===== src/rtl/intr_ctrl.sv =====
// Interrupt front-end: synchronises two external IRQ lines, latches them as pending,
// and presents one prioritised request to the control unit with an ack/hold-off handshake.
module intr_ctrl #(
  parameter int SYNC_STAGES = 2,
  parameter int EDGE_MODE   = 1,
  parameter int HOLDOFF     = 4
) (
  input  logic       clk,
  input  logic       a_reset,
  input  logic [1:0] ext_irq,
  input  logic       mie,
  input  logic       idle,
  input  logic       int0_ack,
  input  logic       int1_ack,
  output logic       int0,
  output logic       int1,
  output logic       intr_en,
  output logic [1:0] irq_pending,
  output logic       sleeping
);

  typedef enum logic [1:0] {
    ST_IDLE = 2'd0,
    ST_REQ  = 2'd1,
    ST_HOLD = 2'd2
  } state_t;

  localparam logic [3:0] HOLD_LOAD = 4'(HOLDOFF);

  logic [SYNC_STAGES-1:0][1:0] sync_r;
  logic [1:0] hist_r;
  logic [1:0] pending_r;
  logic       sleeping_r;
  state_t     state_r;
  logic       sel_r;
  logic [3:0] cnt_r;

  logic [1:0] sync_out_s;
  logic [1:0] rise_s;
  logic [1:0] clr_s;
  logic [1:0] pending_nxt_s;
  logic       accept_s;
  logic       elig_s;

  assign sync_out_s  = sync_r[SYNC_STAGES-1];
  assign irq_pending = pending_r;
  assign sleeping    = sleeping_r;

  // Synchroniser chains plus one history stage used for rise detection
  always_ff @(posedge clk or posedge a_reset) begin
    if (a_reset) begin
      sync_r <= '0;
      hist_r <= 2'b00;
    end else begin
      sync_r <= {sync_r[SYNC_STAGES-2:0], ext_irq};
      hist_r <= sync_out_s;
    end
  end

  // Ack acceptance, pending next-state and eligibility
  always_comb begin
    accept_s      = 1'b0;
    clr_s         = 2'b00;
    rise_s        = sync_out_s & ~hist_r;
    pending_nxt_s = pending_r;
    if (state_r == ST_REQ) begin
      accept_s = sel_r ? int1_ack : int0_ack;
    end else begin
      accept_s = 1'b0;
    end
    if (accept_s) begin
      clr_s[sel_r] = 1'b1;
    end else begin
      clr_s = 2'b00;
    end
    // A rise coinciding with the clearing ack wins, so no edge is lost
    if (EDGE_MODE != 0) begin
      pending_nxt_s = rise_s | (pending_r & ~clr_s);
    end else begin
      pending_nxt_s = sync_out_s;
    end
    elig_s = |(pending_r & {2{mie | sleeping_r}});
  end

  // Pending flags and WFI sleep state
  always_ff @(posedge clk or posedge a_reset) begin
    if (a_reset) begin
      pending_r  <= 2'b00;
      sleeping_r <= 1'b0;
    end else begin
      pending_r <= pending_nxt_s;
      if (accept_s) begin
        sleeping_r <= 1'b0;
      end else if (idle) begin
        sleeping_r <= 1'b1;
      end else begin
        sleeping_r <= sleeping_r;
      end
    end
  end

  // Request FSM with registered outputs; the request stays until its own ack
  always_ff @(posedge clk or posedge a_reset) begin
    if (a_reset) begin
      state_r <= ST_IDLE;
      sel_r   <= 1'b0;
      cnt_r   <= 4'd0;
      intr_en <= 1'b0;
      int0    <= 1'b0;
      int1    <= 1'b0;
    end else begin
      case (state_r)
        ST_IDLE: begin
          if (elig_s) begin
            sel_r   <= ~pending_r[0];
            state_r <= ST_REQ;
            intr_en <= 1'b1;
            int0    <= pending_r[0];
            int1    <= ~pending_r[0];
          end else begin
            intr_en <= 1'b0;
            int0    <= 1'b0;
            int1    <= 1'b0;
          end
        end
        ST_REQ: begin
          if (accept_s) begin
            state_r <= ST_HOLD;
            cnt_r   <= HOLD_LOAD;
            intr_en <= 1'b0;
            int0    <= 1'b0;
            int1    <= 1'b0;
          end else begin
            intr_en <= 1'b1;
            int0    <= ~sel_r;
            int1    <= sel_r;
          end
        end
        ST_HOLD: begin
          intr_en <= 1'b0;
          int0    <= 1'b0;
          int1    <= 1'b0;
          if (cnt_r != 4'd0) begin
            cnt_r <= cnt_r - 4'd1;
          end else begin
            cnt_r <= 4'd0;
          end
          if (cnt_r <= 4'd1) begin
            state_r <= ST_IDLE;
          end else begin
            state_r <= ST_HOLD;
          end
        end
        default: begin
          state_r <= ST_IDLE;
          cnt_r   <= 4'd0;
          intr_en <= 1'b0;
          int0    <= 1'b0;
          int1    <= 1'b0;
        end
      endcase
    end
  end

endmodule


===== config.mk =====
export PLATFORM = sky130hd
export DESIGN_NAME = intr_ctrl
export DESIGN_NICKNAME = d
export VERILOG_FILES = /design/src/rtl/intr_ctrl.sv
export SDC_FILE = /design/constraint.sdc
export NUM_CORES = 1
export LEC_CHECK = 0
export BUFFER_PORTS_ARGS = -buffer_cell sky130_fd_sc_hd__buf_2
export CAP_MARGIN = 20
export CORE_UTILIZATION = 45
export CTS_BUF_LIST = sky130_fd_sc_hd__clkbuf_4 sky130_fd_sc_hd__clkbuf_8 sky130_fd_sc_hd__clkbuf_16
export DETAILED_ROUTE_END_ITERATION = 16
export GPL_TIMING_DRIVEN = 0
export PLACE_DENSITY = 0.63
export SLEW_MARGIN = 20
export SYNTH_ARGS = -nofsm -noshare
export SYNTH_HDL_FRONTEND = slang
export SYNTH_SLANG_ARGS = --single-unit

===== constraint.sdc =====
create_clock -name clk -period 4.1 [get_ports clk]
set_clock_uncertainty 0.05 [all_clocks]
set_input_delay 0.41 -clock clk [delete_from_list [all_inputs] [get_ports clk]]
set_output_delay 0.41 -clock clk [all_outputs]
set_load 0.02 [all_outputs]

* Word-level counts from Yosys, hierarchy flattened
Cells that the tools add are included.
W data, S select, Z words.
** Operators by class
- Add/subtract/negate cells :: 1
- Multipliers :: 0
- Div/mod/pow operators :: 0
- $lt $le $gt $ge :: 3
- Eq/ne operators :: 4
- Shift operators :: 0
- Mux-type cells :: 23
- Bitwise logic cells :: 10
- Reductions and logical operators :: 8
** Operators by type and width (number)
- $pmux W4 S3 :: 1
- $mux W1 :: 11
- $mux W2 :: 4
- $mux W4 :: 2
- $and A2 B2 Y2 :: 3
- $pmux W1 S2 :: 3
- $pmux W2 S3 :: 1
- $reduce_and A2 Y1 :: 3
- $le A4 B1 Y1 const B :: 1
- $ne A2 B2 Y1 const B :: 2
- $not A2 Y2 :: 2
- $reduce_bool A4 Y1 :: 1
- $sub A4 B1 Y4 const B :: 1
- $not A1 Y1 :: 3
- $eq A2 B1 Y1 const B :: 1
- $eq A2 B2 Y1 const B :: 1
- $logic_not A2 Y1 :: 1
- $lt A1 B2 Y1 const B :: 1
- $or A2 B2 Y2 :: 1
- $reduce_bool A2 Y1 :: 1
- $reduce_or A2 Y1 :: 1
- $demux W1 S1 :: 1
- $ge A1 B1 Y1 const B :: 1
- $logic_and A1 B1 Y1 :: 1
- $or A1 B1 Y1 :: 1
** Storage, ports and cells
- Register bits after elaboration :: 19
- Latch bits :: 0
- Memory bits (writable) :: 0
- Bits in read-only memories :: 0
- Input bits :: 8
- Output and inout bits :: 6
- Logic and storage cells :: 60
- Memories kept :: 0

* Logic depth before layout (Yosys ltp)
Gate-level depths: netlist (run 1).
- Depth after elaboration :: 8
- Gate-level depth with buffers :: 6
- Gate-level depth less buffers :: 5

* Least setup slack after synthesis (run 1)
No wires, ideal clock.
- Kind :: register to register
- Start point :: reg state_r[0]
- End point :: reg cnt_r[0]
- Setup time :: 0.125 ns
- Arrival :: 1.195 ns
- Data required time :: 3.925 ns
- Setup slack :: 2.730 ns
- Cell stages (with the launch flop) :: 5
- Path buffers :: 1
- Period minus slack after synthesis :: 1.370 ns
- Cell sequence :: dfrtp_1 -> ha_1 -> buf_2 -> a21oi_4 -> mux2_4
** On the way
- Cells in the longest elaborated chain, start to end :: 4
- Elaborated cells between the ends (all ways) :: 8
- Those cells by class :: eq/ne: 3; mux: 2; bitwise: 1; reduce/logical: 2
** RTL lines
- from (decl) :: RTL line 34 : state_t state_r;
- from (signal assigned) :: RTL line 105 : state_r <= ST_IDLE;
- from (signal assigned) :: RTL line 116 : state_r <= ST_REQ;
- from (signal assigned) :: RTL line 128 : state_r <= ST_HOLD;
- $eq A2 B1 Y1 :: RTL line 66, 112
- $mux W1 :: RTL line 66 : if (state_r == ST_REQ) begin
- $ne A2 B2 Y1 (no source line)
- $reduce_and A2 Y1 (no source line)
- to (signal assigned) :: RTL line 144 : cnt_r <= cnt_r - 4'd1;
- to (decl) :: RTL line 36 : logic [3:0] cnt_r;
Parallel ways exist; a longest one is shown, timed or not.
A chain may end at the register's enable or synchronous reset.

* Worst setup path in the final report (run 1)
- Start point :: reg state_r[1]
- End point :: reg cnt_r[0]
Same word-level chain as after synthesis.

==> flow_summary.yaml, run 1 <==
critical_path:
  r2r_cells: 5
  reg2reg_from: "state_r[1]"
  cp_data_required_time_ps: 4240
  critPathSlowestCell: "dfrtp_1"
  max_stage_delay_ps: 370
  cp_top_family: "flip-flops"
  worstPathArrival_ps: 1640
  cp-start-kind: "flop"
  criticalPathCategory: "flop to flop"
  cp_max_fo: 8
  reg2reg_slack_ps: 2600
  path_buf_inv: 2
  cp_cell_sequence: "inv_1, ha_1, buf_2, a21oi_4, mux2_4"
  worstReg2RegEnd: "cnt_r[0]"
  end_kind: "flop"
global_route:
  grt_max_degree: 20
  first_global_vias: 555
  grtUsageTotal_pct: 17.1
  grt_pass1_wl_um: 2420
  grt_overflow: 0
  antenna_found_initial: 0
layout:
  diodes: 0
  final_nets: 102
  drive_gt1_share_pct: 26.7
  final_cell_area_um2: 982
  fin_cells: 115
  area_growth_pct: 14.4
power:
  vdd_drop_max_v: 0.000382
  design_power_total_uw: 672
  p_leak_nw: 0.470
  p_int_uw: 396
  p_comb_share_pct: 45.6
  clkPwrFrac_pct: 14.1
  seqPwrFrac_pct: 40.3
  p_per_area_mw_per_mm2: 684
  switching_share_pct: 41.1
  p_sw_uw: 276
clocking:
  post-cts-setup-buffers: 0
  cts_max_path_buffers: 2
  cts_hold_buffers: 0
  root_buffer: "clkbuf_4"
  clk_pin_slew_ps: 110
  htreeDepth: 1
  cts_tree: "yes"
  clkSinkCount: 19
  postCtsResizedCells: 0
  clock_latency_ps: 300
  numCtsBuffers: 3
synthesis:
  syn-cell-area_um2: 858
  netlist_instances: 73
  synth_compound_area_share_pct: 19.5
  synth-seq-cells: 19
  yosysMostFrequentCell: "dfrtp_1"
  syn_area_per_cell_um2: 11.8
  ys_types: 34
  syn-num-nets: 84
  synth-simple-area-share_pct: 8.45
  yosys_warnings: 0
  async_flop_share_pct: 100
  synth-xor-area-share_pct: 0
  synth_top_family_by_area: "compound AO/OA/AOI/OAI gates"
  synth_commonest_cells: "19 x dfrtp_1, 8 x inv_1, 4 x nand2_1, 4 x o21ai_0, 4 x o22ai_1"
  synth_edf_count: 0
  synthMuxAreaShare_pct: 6.85
  ys.flop_type: "dfrtp_1"
  yosys.area.top_type_share_pct: 55.4
  yosysTopAreaCell: "dfrtp_1"
  synthAdderAreaFrac_pct: 4.37
  ys_seq_area_share_pct: 55.4
  synthTopCellsByArea: "dfrtp_1 55%, ha_1 4.4%, inv_1 3.5%, o22ai_1 2.9%, mux2i_4 2.6%"
timing:
  setup_violations: 0
  hold_viol: 0
  period_minus_slack_ps: 1500
  worst_pin_slew_ps: 693
  fin_tns_setup_ps: 0
  drv_slew: 0
  fmax_mhz: 669
  rsz0062_at_grt: "false"
  fin_crit_sh_pct: 36.5
  relSlewSlack_pct: 53.7
  setup_slack_ps: 2600
floorplan:
  num_rows: 15
  start_util_pct: 48.7
  die_x_um: 45.7
  die_area_mm2: 0.00209
  core_mm2: 0.00176
  ioPinCount: 14
  die_h_um: 45.7
hold_path:
  hp-class: "primary input to asynchronous set/reset pin"
detailed_routing:
  routed_wl_um: 1470
  drt_iter0_drc: 9
  vias_per_cell: 5.25
  wire_per_inst_um: 12.8
  first_pass_iters: 4
  drtAntennaViolNets: 0
  vias: 604
  drc: 0
placement:
  place_ws_ps: 2620
  placed_cells: 111
  dp_hpwl_um: 1060
  placed_cell_area_um2: 955
  portBuffers: 13
  gp_congestion: 0.810
run_status:
  status: "complete, no violations"
job:
  cap_violations: 0
==> per-layer routing <==
| metal | GRT usage (%) | up-vias | wire (um) |
|---|---|---|---|
| met3 | 2.38 | 6 | 46 |
| met1 | 22.4 | 281 | 716 |
| li1 | - | 298 | - |
| met2 | 24.3 | 19 | 646 |
| met5 | 0 | - | 0 |
| met4 | 15.2 | 0 | 59 |
==> power groups by stage <==
stage | clock (mW) | combinational, mW | sequential [mW]
final | 0.0949 | 0.306 | 0.271
after global routing | 0.104 | 0.337 | 0.277
after CTS | 0.0995 | 0.308 | 0.271
after detailed placement | 0 | 0.306 | 0.274
after global placement | 0 | 0.302 | 0.271
after floorplan | 0 | 0.202 | 0.302
==> worst reg2reg max path, cell delays in order, from the launching register on <==
cell and delay, ps:
dfrtp_1 370, inv_1 90, ha_1 190, buf_2 170, a21oi_4 220, mux2_4 320
==> flip-flops by register name, summed over array words and instances (netlist names) <==
signal / count
int0: 1
sel_r: 1
sync_out_s: 2
irq_pending: 2
int1: 1
state_r: 2
cnt_r: 4
sync_r: 2
intr_en: 1
sleeping: 1
hist_r: 2
==> metrics by stage <==
step	utilization (%)	hold WS (ps)
after floorplan	-	281
after global placement	54.1	290
after detailed placement	54.1	286
after CTS	55.7	146
after global routing	55.7	140
final	55.7	148
==> cell type report <==
type | instances | area (um2)
clock inverters | 1 | 5.00
flip-flops and latches | 19 | 475
inverters | 8 | 30.0
well taps | 25 | 31.3
clock buffers | 3 | 22.5
fillers | 169 | 782
plain buffers | 2 | 16.3
multi-input cells | 44 | 337
repair buffers | 13 | 65.1
==> cells in the final DEF, fill, tap and decap left out, types with 2 or more instances in the layout <==
cell type,instances
dfrtp_1,19
buf_2,14
inv_1,8
nand2_1,4
o21ai_0,4
o22ai_1,4
ha_1,3
clkbuf_4,3
nor3_1,2
nor2_1,2
a21oi_1,2
==> cell families after synthesis <==
logic type	after synthesis
AND/OR/NAND/NOR	14
flip-flops	19
adder cells (fa/ha/maj)	3
multiplexers	4
AO/OA/AOI/OAI	23
buffers and inverters	10
==> how the worst max path moves through the flow <==
stage                          start        endpoint  slack (ps)  depth (start not counted)
after floorplan           state_r[0]        cnt_r[0]        2730                          4
after global placement    state_r[1]  irq_pending[0]        2640                          6
after detailed placement  state_r[1]        cnt_r[0]        2620                          5
after CTS                 state_r[1]  irq_pending[0]        2600                          6
after global routing      state_r[1]  irq_pending[0]        2510                          6
final                     state_r[1]        cnt_r[0]        2600                          5
Power figures use the tool's default switching activity.
==> run 2: changes to the inputs <==
Settings changed: PLACE_DENSITY 0.63 to 0.65.
Clock period 4.1 ns to 1.3 ns, I/O delays scaled along.
==> run 2 against run 1 <==
Net effect: the flow now finishes with violations (setup timing); largest cell class unchanged; maximum frequency increased by 7.3%; via count increased by 8.8%; global-route usage up 0.61 points; hold slack got worse by 110 ps; non-clock buffer count up 9; highest routed layer unchanged.
==> flow_summary.yaml, run 2 (synthesis results as in run 1) <==
run_status:
  status: "complete, but fails checks"
  violations: "setup timing"
floorplan:
  ioPinCount: 14
  start_util_pct: 48.7
  core_mm2: 0.00176
  die_x_um: 45.7
  die_h_um: 45.7
  num_rows: 15
  die_area_mm2: 0.00209
layout:
  largest_register_ffs: 4
  layout_common_cells: "18 x dfrtp_1, 13 x buf_2, 7 x buf_4, 5 x inv_1, 4 x nand2_1"
  drive_gt1_share_pct: 50.5
  final_nets: 111
  final_util_pct: 67.0
  area_growth_pct: 37.8
  final_cell_area_mm2: 0.00118
  top_register: "cnt_r"
  fin_cells: 124
  mostFrequentLayoutCell: "dfrtp_1"
  diodes: 0
clocking:
  cts_max_path_buffers: 2
  numCtsBuffers: 3
  clkSinkCount: 19
  cts_tree: "yes"
  htreeDepth: 1
  clock_latency_ps: 290
  clk_pin_slew_ps: 120
  root_buffer: "clkbuf_4"
placement:
  gp_congestion: 0.846
  placed_cells: 111
  portBuffers: 13
  dp_hpwl_um: 1060
  placed_cell_area_um2: 963
  place_ws_ps: -153
power:
  p_int_mw: 1.59
  clkPwrFrac_pct: 11.1
  seqPwrFrac_pct: 32.6
  p_leak_nw: 0.516
  design_power_total_mw: 2.72
  switching_share_pct: 41.7
  p_per_area_mw_per_mm2: 2300
  vdd_drop_max_v: 0.00125
  p_comb_share_pct: 56.2
  p_sw_mw: 1.14
detailed_routing:
  vias_per_cell: 5.30
  met2_length_um: 895
  first_pass_iters: 4
  routed_wl_um: 1800
  vias: 657
  drc: 0
  top_layer: "met4"
  drtAntennaViolNets: 0
  drt_iter0_drc: 8
  wl_met1_um: 822
  met3WireLength_um: 56
  wire_per_inst_um: 14.5
critical_path:
  path_buf_inv: 1
  end_kind: "flop"
  worstPathArrival_ps: 1540
  cp_data_required_time_ps: 1440
  criticalPathCategory: "flop to flop"
  cp-start-kind: "flop"
  cp_max_fo: 4
  reg2reg_slack_ps: -90
  max_stage_delay_ps: 440
  cp_top_family: "compound AO/OA/AOI/OAI gates"
  cp_cell_sequence: "inv_2, ha_4, a31oi_4, o21ai_2, a22o_1"
  critPathSlowestCell: "dfrtp_1"
timing:
  fin_crit_sh_pct: 107
  fin_tns_setup_ps: -328
  drv_slew: 0
  period_minus_slack_ps: 1390
  rsz0062_at_grt: "true"
  holdWs_ps: 38.6
  hold_viol: 0
  fmax_mhz: 718
  worst_pin_slew_ps: 703
  setup_slack_ps: -93.7
  relSlewSlack_pct: 53.1
  setup_violations: 6
global_route:
  antenna_found_initial: 0
  grtUsageTotal_pct: 17.7
  grt_max_degree: 20
  first_global_vias: 602
  grt_pass1_wl_um: 2580
  grt_overflow: 0
job:
  cap_violations: 0
hold_path:
  hp-class: "primary input to flop"
==> run 2: final timing paths <==
| kind | from | to | depth (start not counted) |
|---|---|---|---|
| max | state_r[1] | cnt_r[1] | 5 |
| min | idle | sleeping | 3 |
| min in group asynchronous | a_reset | cnt_r[2] | 3 |
| min reg2reg | sync_r[0] | sync_out_s[0] | 0 |
| max reg2reg | state_r[1] | cnt_r[1] | 5 |
| max in group asynchronous | a_reset | sel_r | 3 |
==> run 2: layout make-up <==
class                      instances  area, um2
fill                             152        582
sequential                        19        477
multi-input combinational         44        452
timing repair buffer              24        159
inverter                           8       33.8
tap                               25       31.3
clock buffer                       3       22.5
clock inverter                     1       7.51
==> run 2: repair_timing <==
item / in CTS / in global routing
resized for setup: 5 / 19
hold endpoints to repair: 21 / 0
hold buffers: 3 / 0
endpoints found under the setup margin: 9 / 10
pin swaps: 2 / 10
buffers inserted: 6 / 2
==> run 2: per-layer routing <==
metal | up-vias | track usage [%]
met4 | 0 | 8.48
met2 | 16 | 26.9
met1 | 318 | 24.7
met5 | - | 0
li1 | 319 | -
met3 | 4 | 2.38
==> run 2: power groups by stage <==
stage	combinational (mW)	sequential (mW)	clock (mW)
after floorplan	0.668	0.954	0
after global placement	0.986	0.856	0
after detailed placement	1.01	0.865	0
after CTS	1.24	0.853	0.323
after global routing	1.64	0.911	0.332
final	1.53	0.889	0.304
==> run 2: worst reg2reg max path, cell delays in order, from the launching register on <==
cell,delay [ps]
dfrtp_1,440
inv_2,120
ha_4,220
a31oi_4,160
o21ai_2,70
a22o_1,230
==> run 3: changes to the inputs <==
Settings changed: CELL_PAD_IN_SITES_DETAIL_PLACEMENT set to 0, CELL_PAD_IN_SITES_GLOBAL_PLACEMENT set to 2, CORE_ASPECT_RATIO set to 1.5, CORE_MARGIN set to 2, CORE_UTILIZATION 45 to 31, GPL_ROUTABILITY_DRIVEN set to 0, PLACE_DENSITY 0.65 to 0.68.
==> run 3 against run 2 <==
Net effect: the flow still finishes with violations (setup timing); first-iteration DRC count rose by 25%; global-route usage fell by 4.8 points; routed wire length is 1.1% lower; die area increased by 54%; power rose by 0.54%; maximum frequency up 0.44%; flip-flop and latch count unchanged; combinational power decreased by 4%; utilization decreased by 22 points; count of clock-buffer cells in the layout unchanged; critical path type unchanged.
==> flow_summary.yaml, run 3 (synthesis results as in run 1) <==
critical_path:
  cp-start-kind: "flop"
  end_kind: "flop"
  reg2reg_from: "state_r[0]"
  critPathLaunch: "state_r[0]"
  cp_data_required_time_ps: 1390
  reg2reg_slack_ps: -90
  r2r_cells: 5
  worstPathArrival_ps: 1480
  criticalPathCategory: "flop to flop"
  cp_max_fo: 3
  worstReg2RegEnd: "cnt_r[1]"
run_status:
  violations: "setup timing"
  status: "complete, but fails checks"
timing:
  period_minus_slack_ps: 1390
  relSlewSlack_pct: 52.6
  setup_slack_ps: -87.5
  fin_crit_sh_pct: 107
  hold_viol: 0
  fin_tns_setup_ps: -178
  setup_violations: 4
  worst_pin_slew_ps: 711
  fmax_mhz: 721
  rsz0062_at_grt: "true"
  drv_slew: 0
detailed_routing:
  vias_per_cell: 4.67
  first_pass_iters: 4
  met3WireLength_um: 54
  drt_iter0_drc: 10
  top_layer: "met3"
  met2_length_um: 1000
  wire_per_inst_um: 12.7
  wl_met1_um: 727
  vias: 654
  routed_wl_um: 1780
  drc: 0
  drtAntennaViolNets: 0
floorplan:
  ioPinCount: 14
  die_area_mm2: 0.00321
  core_mm2: 0.00265
  die_h_um: 68.4
  start_util_pct: 32.4
  num_rows: 23
  die_x_um: 47.0
global_route:
  antenna_found_initial: 0
  first_global_vias: 673
  grt_overflow: 0
  grtUsageTotal_pct: 12.9
  grt_max_degree: 20
  grt_pass1_wl_um: 2950
clocking:
  htreeDepth: 1
  cts_tree: "yes"
  clk_pin_slew_ps: 70
  clock_latency_ps: 250
  root_buffer: "clkbuf_8"
  cts_max_path_buffers: 2
  numCtsBuffers: 3
  clkSinkCount: 19
layout:
  largest_register_ffs: 4
  layout_common_cells: "19 x dfrtp_1, 13 x buf_2, 9 x buf_4, 5 x inv_1"
  mostFrequentLayoutCell: "dfrtp_1"
  final_util_pct: 45.2
  diodes: 0
  nFillCells: 270
  top_register: "cnt_r"
  drive_gt1_share_pct: 45.6
  final_nets: 115
  area_growth_pct: 39.5
job:
  cap_violations: 0
hold_path:
  hp-start: "int1_ack"
  min_path_cells: 2
  hold_path_end: "int1"
  hp-class: "primary input to flop"
power:
  p_leak_nw: 0.546
  vdd_drop_max_v: 0.000778
  p_per_area_mw_per_mm2: 2290
placement:
  portBuffers: 13
  dp_hpwl_um: 1230
run 3: how the worst max path moves through the flow:
stage	to	slack, ps
after global placement	cnt_r[1]	-150
after CTS	cnt_r[1]	-80
after detailed placement	sel_r	-140
after floorplan	cnt_r[0]	-50
final	cnt_r[1]	-90
after global routing	cnt_r[1]	-130
run 3: layout make-up:
cell class	count	area [um2]	share of cell area, %
sequential	19	475	39.7
multi-input combinational	44	403	33.6
timing repair buffer	26	174	14.5
tap	37	46.3	3.87
clock buffer	3	41.3	3.45
inverter	8	30.0	2.51
buffer	2	22.5	1.88
clock inverter	1	5.00	0.418
run 3: what timing repair did:
action,CTS,global route
buffers inserted,9,1
hold buffers,3,0
pin swaps,5,3
endpoints found under the hold margin,21,0
gates resized for setup,10,5
endpoints found under the setup margin,9,10
run 3: layer usage:
layer | up-vias | GRT usage (%)
met1 | 321 | 13.9
met2 | 12 | 24.0
met5 | - | 0
met4 | 0 | 4.17
li1 | 321 | -
met3 | 0 | 2.37
run 3: critical path, cell delays in order (launching register included):
cell and delay (ps):
dfrtp_1 410, inv_2 130, ha_4 220, a31oi_1 160, o21ai_1 100, a22o_1 210
run 3: per-stage QoR:
| step | cells | cell area (um2) | hold slack (ps) | power (mW) | setup slack, ps |
|---|---|---|---|---|---|
| final | 140 | 1200 | 67.4 | 2.74 | -87.5 |
| after global routing | 140 | 1200 | 76.5 | 2.95 | -133 |
| after CTS | 139 | 1170 | 58.7 | 2.70 | -76.8 |
| after detailed placement | 123 | 978 | 190 | 1.90 | -142 |
| after global placement | 123 | 978 | 188 | 1.90 | -154 |
| after floorplan | 73 | 867 | 31.1 | 1.62 | -46.5 |
run 3: report_power, final:
part	internal (mW)	switching [mW]	total, mW
combinational	0.728	0.738	1.47
sequential	0.742	0.121	0.863
clock	0.213	0.197	0.410
